[config.mk]
export PLATFORM = sky130hd
export DESIGN_NAME = graphics_port_arbiter
export DESIGN_NICKNAME = d
export VERILOG_FILES = /design/src/rtl/graphics_port_arbiter.sv
export SDC_FILE = /design/constraint.sdc
export NUM_CORES = 1
export LEC_CHECK = 0
export CORE_ASPECT_RATIO = 1.5
export CORE_MARGIN = 3
export CORE_UTILIZATION = 35
export CTS_CLUSTER_SIZE = 20
export DETAILED_ROUTE_END_ITERATION = 7
export PLACE_DENSITY = 0.85
export SETUP_SLACK_MARGIN = 0.3
export SLEW_MARGIN = 20
export SYNTH_ARGS = -nofsm -noshare
export SYNTH_HDL_FRONTEND = slang
export SYNTH_SLANG_ARGS = --single-unit
[constraint.sdc]
create_clock -name bus_clk_2x -period 2.43 [get_ports bus_clk_2x]
set_input_delay 0.486 -clock bus_clk_2x [delete_from_list [all_inputs] [get_ports bus_clk_2x]]
set_output_delay 0.486 -clock bus_clk_2x [all_outputs]
set_load 0.01 [all_outputs]
[src/rtl/graphics_port_arbiter.sv]
// graphics_port_arbiter
//   Shares graphics BRAM port A between the CPU data bus and the blitter/fill
//   engine. The CPU wins by default. A blitter that keeps waiting gets one beat
//   once it has waited STARVE_LIMIT cycles. The blitter may hold the port with
//   blt_lock for up to LOCK_MAX consecutive beats. Read data comes back two
//   cycles after the accept and goes to the requester that issued the read.
//
// Ports
//   bus_clk_2x, rst                    clock, asynchronous active-high reset
//   cpu_req/we/mask/addr/wdata         CPU request fields
//   cpu_gnt                            CPU beat accepted this cycle (combinational)
//   cpu_rvalid, cpu_rdata              CPU read return
//   blt_req/we/mask/addr/wdata/lock    blitter request fields, lock keeps the grant
//   blt_gnt, blt_rvalid, blt_rdata     blitter accept / read return
//   mem_addr, mem_we, mem_wdata        registered BRAM port-A command
//   mem_rdata                          BRAM port-A read data (1-cycle latency)
//   locked                             arbiter is holding the port for the blitter
`timescale 1ns/1ps
module graphics_port_arbiter #(
  parameter int ADDR_WIDTH   = 17,
  parameter int STARVE_LIMIT = 4,
  parameter int LOCK_MAX     = 8
) (
  input  logic                  bus_clk_2x,
  input  logic                  rst,
  input  logic                  cpu_req,
  input  logic                  cpu_we,
  input  logic [3:0]            cpu_mask,
  input  logic [ADDR_WIDTH-1:0] cpu_addr,
  input  logic [31:0]           cpu_wdata,
  output logic                  cpu_gnt,
  output logic                  cpu_rvalid,
  output logic [31:0]           cpu_rdata,
  input  logic                  blt_req,
  input  logic                  blt_we,
  input  logic [3:0]            blt_mask,
  input  logic [ADDR_WIDTH-1:0] blt_addr,
  input  logic [31:0]           blt_wdata,
  input  logic                  blt_lock,
  output logic                  blt_gnt,
  output logic                  blt_rvalid,
  output logic [31:0]           blt_rdata,
  output logic [ADDR_WIDTH-1:0] mem_addr,
  output logic [3:0]            mem_we,
  output logic [31:0]           mem_wdata,
  input  logic [31:0]           mem_rdata,
  output logic                  locked
);

  typedef enum logic [0:0] {S_NORMAL = 1'b0, S_LOCKED = 1'b1} state_t;

  localparam logic [3:0] STARVE_MAX = 4'(STARVE_LIMIT);
  localparam logic [7:0] LOCK_LIM   = 8'(LOCK_MAX);
  localparam logic       LOCK_EN    = (LOCK_MAX > 1) ? 1'b1 : 1'b0;

  state_t                  state_q, state_d;
  logic [3:0]              starve_cnt_q, starve_cnt_d;
  logic [7:0]              lock_cnt_q, lock_cnt_d;
  logic                    cpu_gnt_s, blt_gnt_s, accept_s;
  logic                    win_we_s;
  logic [3:0]              win_mask_s;
  logic [ADDR_WIDTH-1:0]   win_addr_s;
  logic [31:0]             win_wdata_s;
  logic [ADDR_WIDTH-1:0]   mem_addr_q;
  logic [3:0]              mem_we_q;
  logic [31:0]             mem_wdata_q;
  logic                    tag1_valid_q, tag1_blt_q;
  logic                    cpu_rvalid_q, blt_rvalid_q;

  // Grant decision from current requests and arbiter state
  always_comb begin
    cpu_gnt_s = 1'b0;
    blt_gnt_s = 1'b0;
    case (state_q)
      S_NORMAL: begin
        if (blt_req && (!cpu_req || (starve_cnt_q == STARVE_MAX))) begin
          blt_gnt_s = 1'b1;
        end else if (cpu_req) begin
          cpu_gnt_s = 1'b1;
        end else begin
          cpu_gnt_s = 1'b0;
        end
      end
      S_LOCKED: begin
        blt_gnt_s = blt_req;
      end
      default: begin
        cpu_gnt_s = 1'b0;
        blt_gnt_s = 1'b0;
      end
    endcase
  end

  assign accept_s = cpu_gnt_s | blt_gnt_s;

  // Select the winning requester's command fields
  always_comb begin
    win_we_s    = cpu_we;
    win_mask_s  = cpu_mask;
    win_addr_s  = cpu_addr;
    win_wdata_s = cpu_wdata;
    if (blt_gnt_s) begin
      win_we_s    = blt_we;
      win_mask_s  = blt_mask;
      win_addr_s  = blt_addr;
      win_wdata_s = blt_wdata;
    end else begin
      win_we_s    = cpu_we;
      win_mask_s  = cpu_mask;
      win_addr_s  = cpu_addr;
      win_wdata_s = cpu_wdata;
    end
  end

  // Next state, starvation counter and lock beat counter
  // Leaving S_LOCKED always leaves starve_cnt at 0, so a waiting CPU wins the
  // following cycle whatever the blitter does (covers the LOCK_MAX cut).
  always_comb begin
    state_d      = state_q;
    starve_cnt_d = starve_cnt_q;
    lock_cnt_d   = lock_cnt_q;
    case (state_q)
      S_NORMAL: begin
        if (blt_gnt_s || !blt_req) begin
          starve_cnt_d = 4'd0;
        end else if (starve_cnt_q != STARVE_MAX) begin
          starve_cnt_d = starve_cnt_q + 4'd1;
        end else begin
          starve_cnt_d = starve_cnt_q;
        end
        if (blt_gnt_s && blt_lock && LOCK_EN) begin
          state_d    = S_LOCKED;
          lock_cnt_d = 8'd1;
        end else begin
          lock_cnt_d = 8'd0;
        end
      end
      S_LOCKED: begin
        starve_cnt_d = 4'd0;
        if (!blt_req || !blt_lock || ((lock_cnt_q + 8'd1) == LOCK_LIM)) begin
          state_d    = S_NORMAL;
          lock_cnt_d = 8'd0;
        end else begin
          lock_cnt_d = lock_cnt_q + 8'd1;
        end
      end
      default: begin
        state_d      = S_NORMAL;
        starve_cnt_d = 4'd0;
        lock_cnt_d   = 8'd0;
      end
    endcase
  end

  // Arbiter state registers
  always_ff @(posedge bus_clk_2x or posedge rst) begin
    if (rst) begin
      state_q      <= S_NORMAL;
      starve_cnt_q <= 4'd0;
      lock_cnt_q   <= 8'd0;
    end else begin
      state_q      <= state_d;
      starve_cnt_q <= starve_cnt_d;
      lock_cnt_q   <= lock_cnt_d;
    end
  end

  // BRAM command register; address and data hold when nothing is accepted
  always_ff @(posedge bus_clk_2x or posedge rst) begin
    if (rst) begin
      mem_addr_q  <= '0;
      mem_we_q    <= 4'b0000;
      mem_wdata_q <= 32'h0000_0000;
    end else if (accept_s) begin
      mem_addr_q  <= win_addr_s;
      mem_we_q    <= win_we_s ? win_mask_s : 4'b0000;
      mem_wdata_q <= win_wdata_s;
    end else begin
      mem_we_q    <= 4'b0000;
    end
  end

  // Two-stage read tag pipeline: stage 1 tracks the BRAM address cycle,
  // stage 2 is the cycle the BRAM data is valid
  always_ff @(posedge bus_clk_2x or posedge rst) begin
    if (rst) begin
      tag1_valid_q <= 1'b0;
      tag1_blt_q   <= 1'b0;
      cpu_rvalid_q <= 1'b0;
      blt_rvalid_q <= 1'b0;
    end else begin
      tag1_valid_q <= accept_s && !win_we_s;
      tag1_blt_q   <= blt_gnt_s;
      cpu_rvalid_q <= tag1_valid_q && !tag1_blt_q;
      blt_rvalid_q <= tag1_valid_q && tag1_blt_q;
    end
  end

  assign cpu_gnt    = cpu_gnt_s;
  assign blt_gnt    = blt_gnt_s;
  assign mem_addr   = mem_addr_q;
  assign mem_we     = mem_we_q;
  assign mem_wdata  = mem_wdata_q;
  assign cpu_rvalid = cpu_rvalid_q;
  assign blt_rvalid = blt_rvalid_q;
  assign cpu_rdata  = cpu_rvalid_q ? mem_rdata : 32'h0000_0000;
  assign blt_rdata  = blt_rvalid_q ? mem_rdata : 32'h0000_0000;
  assign locked     = (state_q == S_LOCKED) ? 1'b1 : 1'b0;

endmodule

# --- Word level (Yosys, flattened, before mapping) ---
# Cells that the tools add are included.
op_classes:
  add_sub_neg: 2
  eq_ne: 4
  muxes: 23
  bitwise: 2
  n_reduce_logical: 14
ops:
  columns: ["cell", "count"]
  rows:
  - ["32-bit 2-to-1 mux", 3]
  - ["4-bit 2-to-1 mux", 5]
  - ["17-bit 2-to-1 mux", 1]
  - ["8-bit one-hot mux with 2 select lines", 1]
  - ["1-bit 2-to-1 mux", 9]
  - ["8-bit by 1-bit adder with 8-bit output (second input constant)", 1]
  - ["8-bit by 4-bit == test with 1-bit output (second input constant)", 1]
  - ["8-bit 2-to-1 mux", 1]
  - ["4-bit one-hot mux with 2 select lines", 1]
  - ["1-bit logical AND", 5]
  - ["1-bit logical NOT", 5]
  - ["4-bit by 1-bit adder with 4-bit output (second input constant)", 1]
  - ["4-bit by 3-bit == test with 1-bit output (second input constant)", 1]
  - ["1-bit logical OR", 4]
  - ["4-bit by 3-bit != test with 1-bit output (second input constant)", 1]
  - ["1-bit one-hot mux with 2 select lines", 2]
  - ["3-bit != test (second input constant)", 1]
  - ["1-bit inverter", 1]
  - ["1-bit OR", 1]
word_totals:
  regBits: 70
  input_bits: 145

# --- Logic depth before layout (Yosys ltp) ---
# Gate-level depths: netlist of run 1.
logic_depth:
  word_depth: 8
  mapped_depth: 8
  ltp_nobuf: 7

# --- Worst setup path before layout of run 1 ---
# OpenSTA, ideal clock, no wires.
synth_timing:
  path_type: "reg-to-output"
  from: "register starve_cnt_q[0]"
  to: "output blt_gnt"
  arrival_time_ns: 1.390
  setup_slack_ns: 0.554
  path_stages_with_launch: 7
  cell_sequence: "dfrtp_1 > inv_1 > ha_1 > and3b_1 > o21ai_2 > inv_2 > buf_1"
synth_between:
  elab_chain_len: 5
synth_lines:
  columns: ["element", "line_no", "source"]
  rows:
  - ["start, declared", "57", "logic [3:0] starve_cnt_q, starve_cnt_d;"]
  - ["start signal, assigned", "163", "starve_cnt_q <= starve_cnt_d;"]
  - ["4-bit by 3-bit == test with 1-bit output", "76", "if (blt_req && (!cpu_req || (starve_cnt_q == STARVE_MAX))) begin"]
  - ["1-bit logical OR", "76", null]
  - ["1-bit logical AND", "76", null]
  - ["1-bit 2-to-1 mux", "76", null]
  - ["1-bit one-hot mux with 2 select lines", "74", "case (state_q)"]
  - ["end, declared", "40", "output logic blt_gnt,"]
# Every way passes these cells.

# --- Final worst setup path of run 1 ---
layout_timing:
  from: "input mem_rdata[16]"
  to: "output blt_rdata[16]"
layout_between:
  elab_chain_len: 1
layout_lines:
  columns: ["element", "line_no", "source"]
  rows:
  - ["start, declared", "46", "input logic [31:0] mem_rdata,"]
  - ["32-bit 2-to-1 mux", "207", "assign blt_rdata = blt_rvalid_q ? mem_rdata : 32'h0000_0000;"]
  - ["end, declared", "42", "output logic [31:0] blt_rdata,"]
# Every way passes these cells.

==> summary.txt, run 1 <==
Global routing
  • Vias in the first global route: 4063
  • Largest net degree at the start of global routing: 56
  • GRT Total Usage: 0.238
  • GR Overflow Total: 0
  • First-pass GRT wire length: 21.0 mm
  • Initial antenna violation count: 2

Worst setup path
  • Worst Setup Start Kind: primary input
  • Worst Reg-to-Reg Cells: 5
  • FF-to-FF End: state_q
  • Worst path slowest cell: clkdlybuf4s50_1
  • R2r setup slk: 0.47 ns
  • Critical path origin: mem_rdata[16]
  • Worst path cell trace: clkdlybuf4s50_1, and2_1, clkdlybuf4s50_1
  • Arrival @ worst endpoint: 1.65 ns
  • Worst Setup End Kind: output port
  • Slowest stage delay, CP: 0.56 ns
  • WS Path Type: primary input to output port
  • CP max FO: 2
  • FF-to-FF Start: lock_cnt_q[0]
  • Cell repeated most along the worst path: clkdlybuf4s50_1
  • Worst EP required: 1.94 ns

Min path
  • WHS Path Cells: 1
  • Endpoint, Worst Hold: cpu_rvalid
  • Hold path start: tag1_blt_q
  • Hold Crit Class: flop to flop

STA
  • Rel. slew slack: 0.572
  • Final setup TNS: 0 ns
  • Fmax: 0.468 GHz
  • Measured slew at the worst slew-check pin: 0.641 ns
  • Final Max Tran Viols: 0
  • Final setup viols: 0
  • Final min period: 2.14 ns
  • Final Cycle Share: 0.879
  • Setup Skew: 0.00893 ns
  • Final Hold Fails: 0
  • RSZ-0062 raised after global routing: yes

Logic synthesis
  • Yosys top cell area share: 0.481
  • Count leader, synth: nand2_1
  • Area contributors post-synth: dfrtp_1 (48%), and2_1 (11%), nand2_1 (11%)
  • Register area share after synthesis: 0.481
  • Unique cell type count in the Yosys netlist: 33
  • Async SR Flop Fraction: 1.00
  • Mapped Avg Cell Area: about 8.3 um2
  • Syn Inst Count: between 400 and 500
  • Total of warnings raised by yosys: 0
  • Mapped cell area: 3640 um2
  • Syn nets: 588
  • #FFs+latches synth: 70
  • Number of synthesized flops with an enable pin: 0
  • Post-synth top cells: nand2_1 (104), dfrtp_1 (70), and2_1 (66)
  • Area leader, netlist: dfrtp_1
  • Top FF cell, synth: dfrtp_1

Place
  • Hpwl dp: approximately 11 mm
  • Port Buffers: 266
  • Final GP Congestion: around 0.86

Power
  • Power Density: 535 nW/um2
  • P_leak: 3.56 nW
  • Clk pwr share: 0.360
  • Seq pwr share: 0.365
  • Peak supply drop: 0.000382 V
  • Combinational Power Share: 0.275
  • NetSw: 1.01 mW
  • Sw frac: 0.274
  • Internal power: 2.68 mW
  • Final Power: 3.70 mW

Clock network
  • CTS buffer count: 9
  • Hold Buf Count CTS: 0
  • CTS sink cnt: 70
  • H-tree Lvls: 3
  • CTS tree: done
  • Maximum root-to-sink buffer count: 2
  • Worst-Skew Late Latency: 0.33 ns
  • Root buffer cell: clkbuf_16
  • Worst-path clk slew: 0.06 ns

Job
  • Total of max-cap violations: 0

Final layout
  • Core Util, Final: 0.682
  • Net total in the final layout: 849
  • Share of post-route cells with drive strength above 1: 0.0525
  • Synthesis-to-finish area growth: 89.7%

Die
  • Vert. Die Dim: about 130 um
  • Num ports: 267
  • Die width: 89.3 um
  • Core area: 10100 um2
  • Die area: 11700 um2
  • Starting Density: 0.360
  • # rows: between 40 and 50

Routing
  • Via density: 5.10
  • 1st-pass router iterations: 4
  • Vias: 4204
  • DRC Markers: 0
  • Routed WL per cell: 17.9 um
  • Post-route ant nets: 0
  • Drt total wl: 14.8 mm
  • Initial DRC count: 245

Status
  • Status: completed
[registers in the layout (all words and copies together) (netlist names)]
name	count
lock_cnt_q	8
tag1_blt_q	1
cpu_rvalid	1
state_q	1
tag1_valid_q	1
mem_addr	17
mem_wdata	32
mem_we	4
blt_rvalid	1
starve_cnt_q	4
[kinds of logic (layout without fill, tap and decap cells)]
family                     Yosys count  in the layout  synth area share
and+or+nand+nor                    255            255             0.326
AOI/OAI and AO/OA                   65             65             0.120
DFF                                 70             70             0.481
other                                0              2                 0
buffers and inverters               37            303            0.0409
xor gates and xnor gates             8              8            0.0192
adders and majority gates            4              4            0.0137
[cells in the final DEF (no fill, tap or decap), types with 2 or more instances in the layout]
| master | count |
|---|---|
| dlymetal6s2s_1 | 40 |
| clkbuf_16 | 9 |
| a31oi_1 | 50 |
| diode_2 | 2 |
| buf_12 | 3 |
| xnor2_1 | 2 |
| dlygate4sd2_1 | 7 |
| inv_1 | 4 |
| nor3_1 | 5 |
| clkdlybuf4s15_1 | 2 |
| clkdlybuf4s50_1 | 217 |
| clkinvlp_4 | 2 |
| xor2_1 | 6 |
| and3_1 | 4 |
| buf_8 | 2 |
| inv_6 | 4 |
| nand3_1 | 12 |
| and2_1 | 66 |
| buf_4 | 10 |
| a21oi_1 | 8 |
| nor2_1 | 55 |
| dfrtp_1 | 70 |
| ha_1 | 4 |
| nand2_1 | 104 |
[cell type report]
| type | instances | area (um2) |
|---|---|---|
| fillers | 777 | 3220 |
| repair buffers | 281 | 2920 |
| multi-input cells | 332 | 1760 |
| flip-flops and latches | 70 | 1750 |
| clock buffers | 9 | 225 |
| well taps | 117 | 146 |
| clock inverters | 7 | 77.6 |
| inverters | 6 | 26.3 |
| diodes | 2 | 5.00 |
[worst max path at each step]
| stage | end | slack (ns) | depth (start not counted) |
|---|---|---|---|
| floorplan | blt_gnt | 0.55 | 6 |
| global placement | cpu_gnt | 0.1 | 4 |
| detailed placement | cpu_gnt | 0.10 | 4 |
| CTS | blt_rdata[8] | 0.30 | 3 |
| global route | cpu_gnt | 0.26 | 5 |
| finish | blt_rdata[16] | 0.29 | 3 |
[worst max-delay path: cells and delay by family]
kind / cells / cell delay, ns
AND/OR/NAND/NOR: 1 / 0.14
buffers and inverters: 2 / 1.02
[power by group through the flow]
stage / Sequential, mW / Combinational [mW] / Clock (mW)
global placement: 1.36 / 1.01 / 0
CTS: 1.35 / 1.03 / 1.36
floorplan: 1.42 / 0.289 / 0
finish: 1.35 / 1.02 / 1.33
global route: 1.36 / 1.09 / 1.41
detailed placement: 1.37 / 1.02 / 0
[per-stage QoR]
stage / setup WS (ns) / cell area (um2) / instances / hold WS, ns
6_report: 0.294 / 6910 / 824 / 0.413
5_1_grt: 0.261 / 6910 / 824 / 0.444
4_1_cts: 0.302 / 6790 / 821 / 0.417
3_5_place_dp: 0.101 / 6470 / 803 / 0.409
3_3_place_gp: 0.0960 / 6470 / 803 / 0.401
2_1_floorplan: 0.554 / 3650 / 439 / 0.395
[layer usage]
| layer | track usage | up-vias | share of wire |
|---|---|---|---|
| met4 | 0.0982 | 0 | 0.026 |
| met1 | 0.251 | 1966 | 0.35 |
| met3 | 0.0703 | 35 | 0.094 |
| met2 | 0.431 | 209 | 0.53 |
| li1 | - | 1994 | - |
| met5 | 0 | - | 0 |
[what timing repair did]
item,4_1_cts,5_1_grt
gates resized for setup,12,44
setup buffers,2,1
setup endpoints to repair,31,44
(Power assumes the default switching activity.)
==> run 2, diff against run 1 <==
--- a/config.mk
+++ b/config.mk
@@ -5,6 +5,7 @@
 export SDC_FILE = /design/constraint.sdc
 export NUM_CORES = 1
 export LEC_CHECK = 0
+export CAP_MARGIN = 20
 export CORE_ASPECT_RATIO = 1.5
 export CORE_MARGIN = 3
 export CORE_UTILIZATION = 35
==> results of run 2 <==
Same layout as run 1: the final DEF is identical, and so are final timing and power.
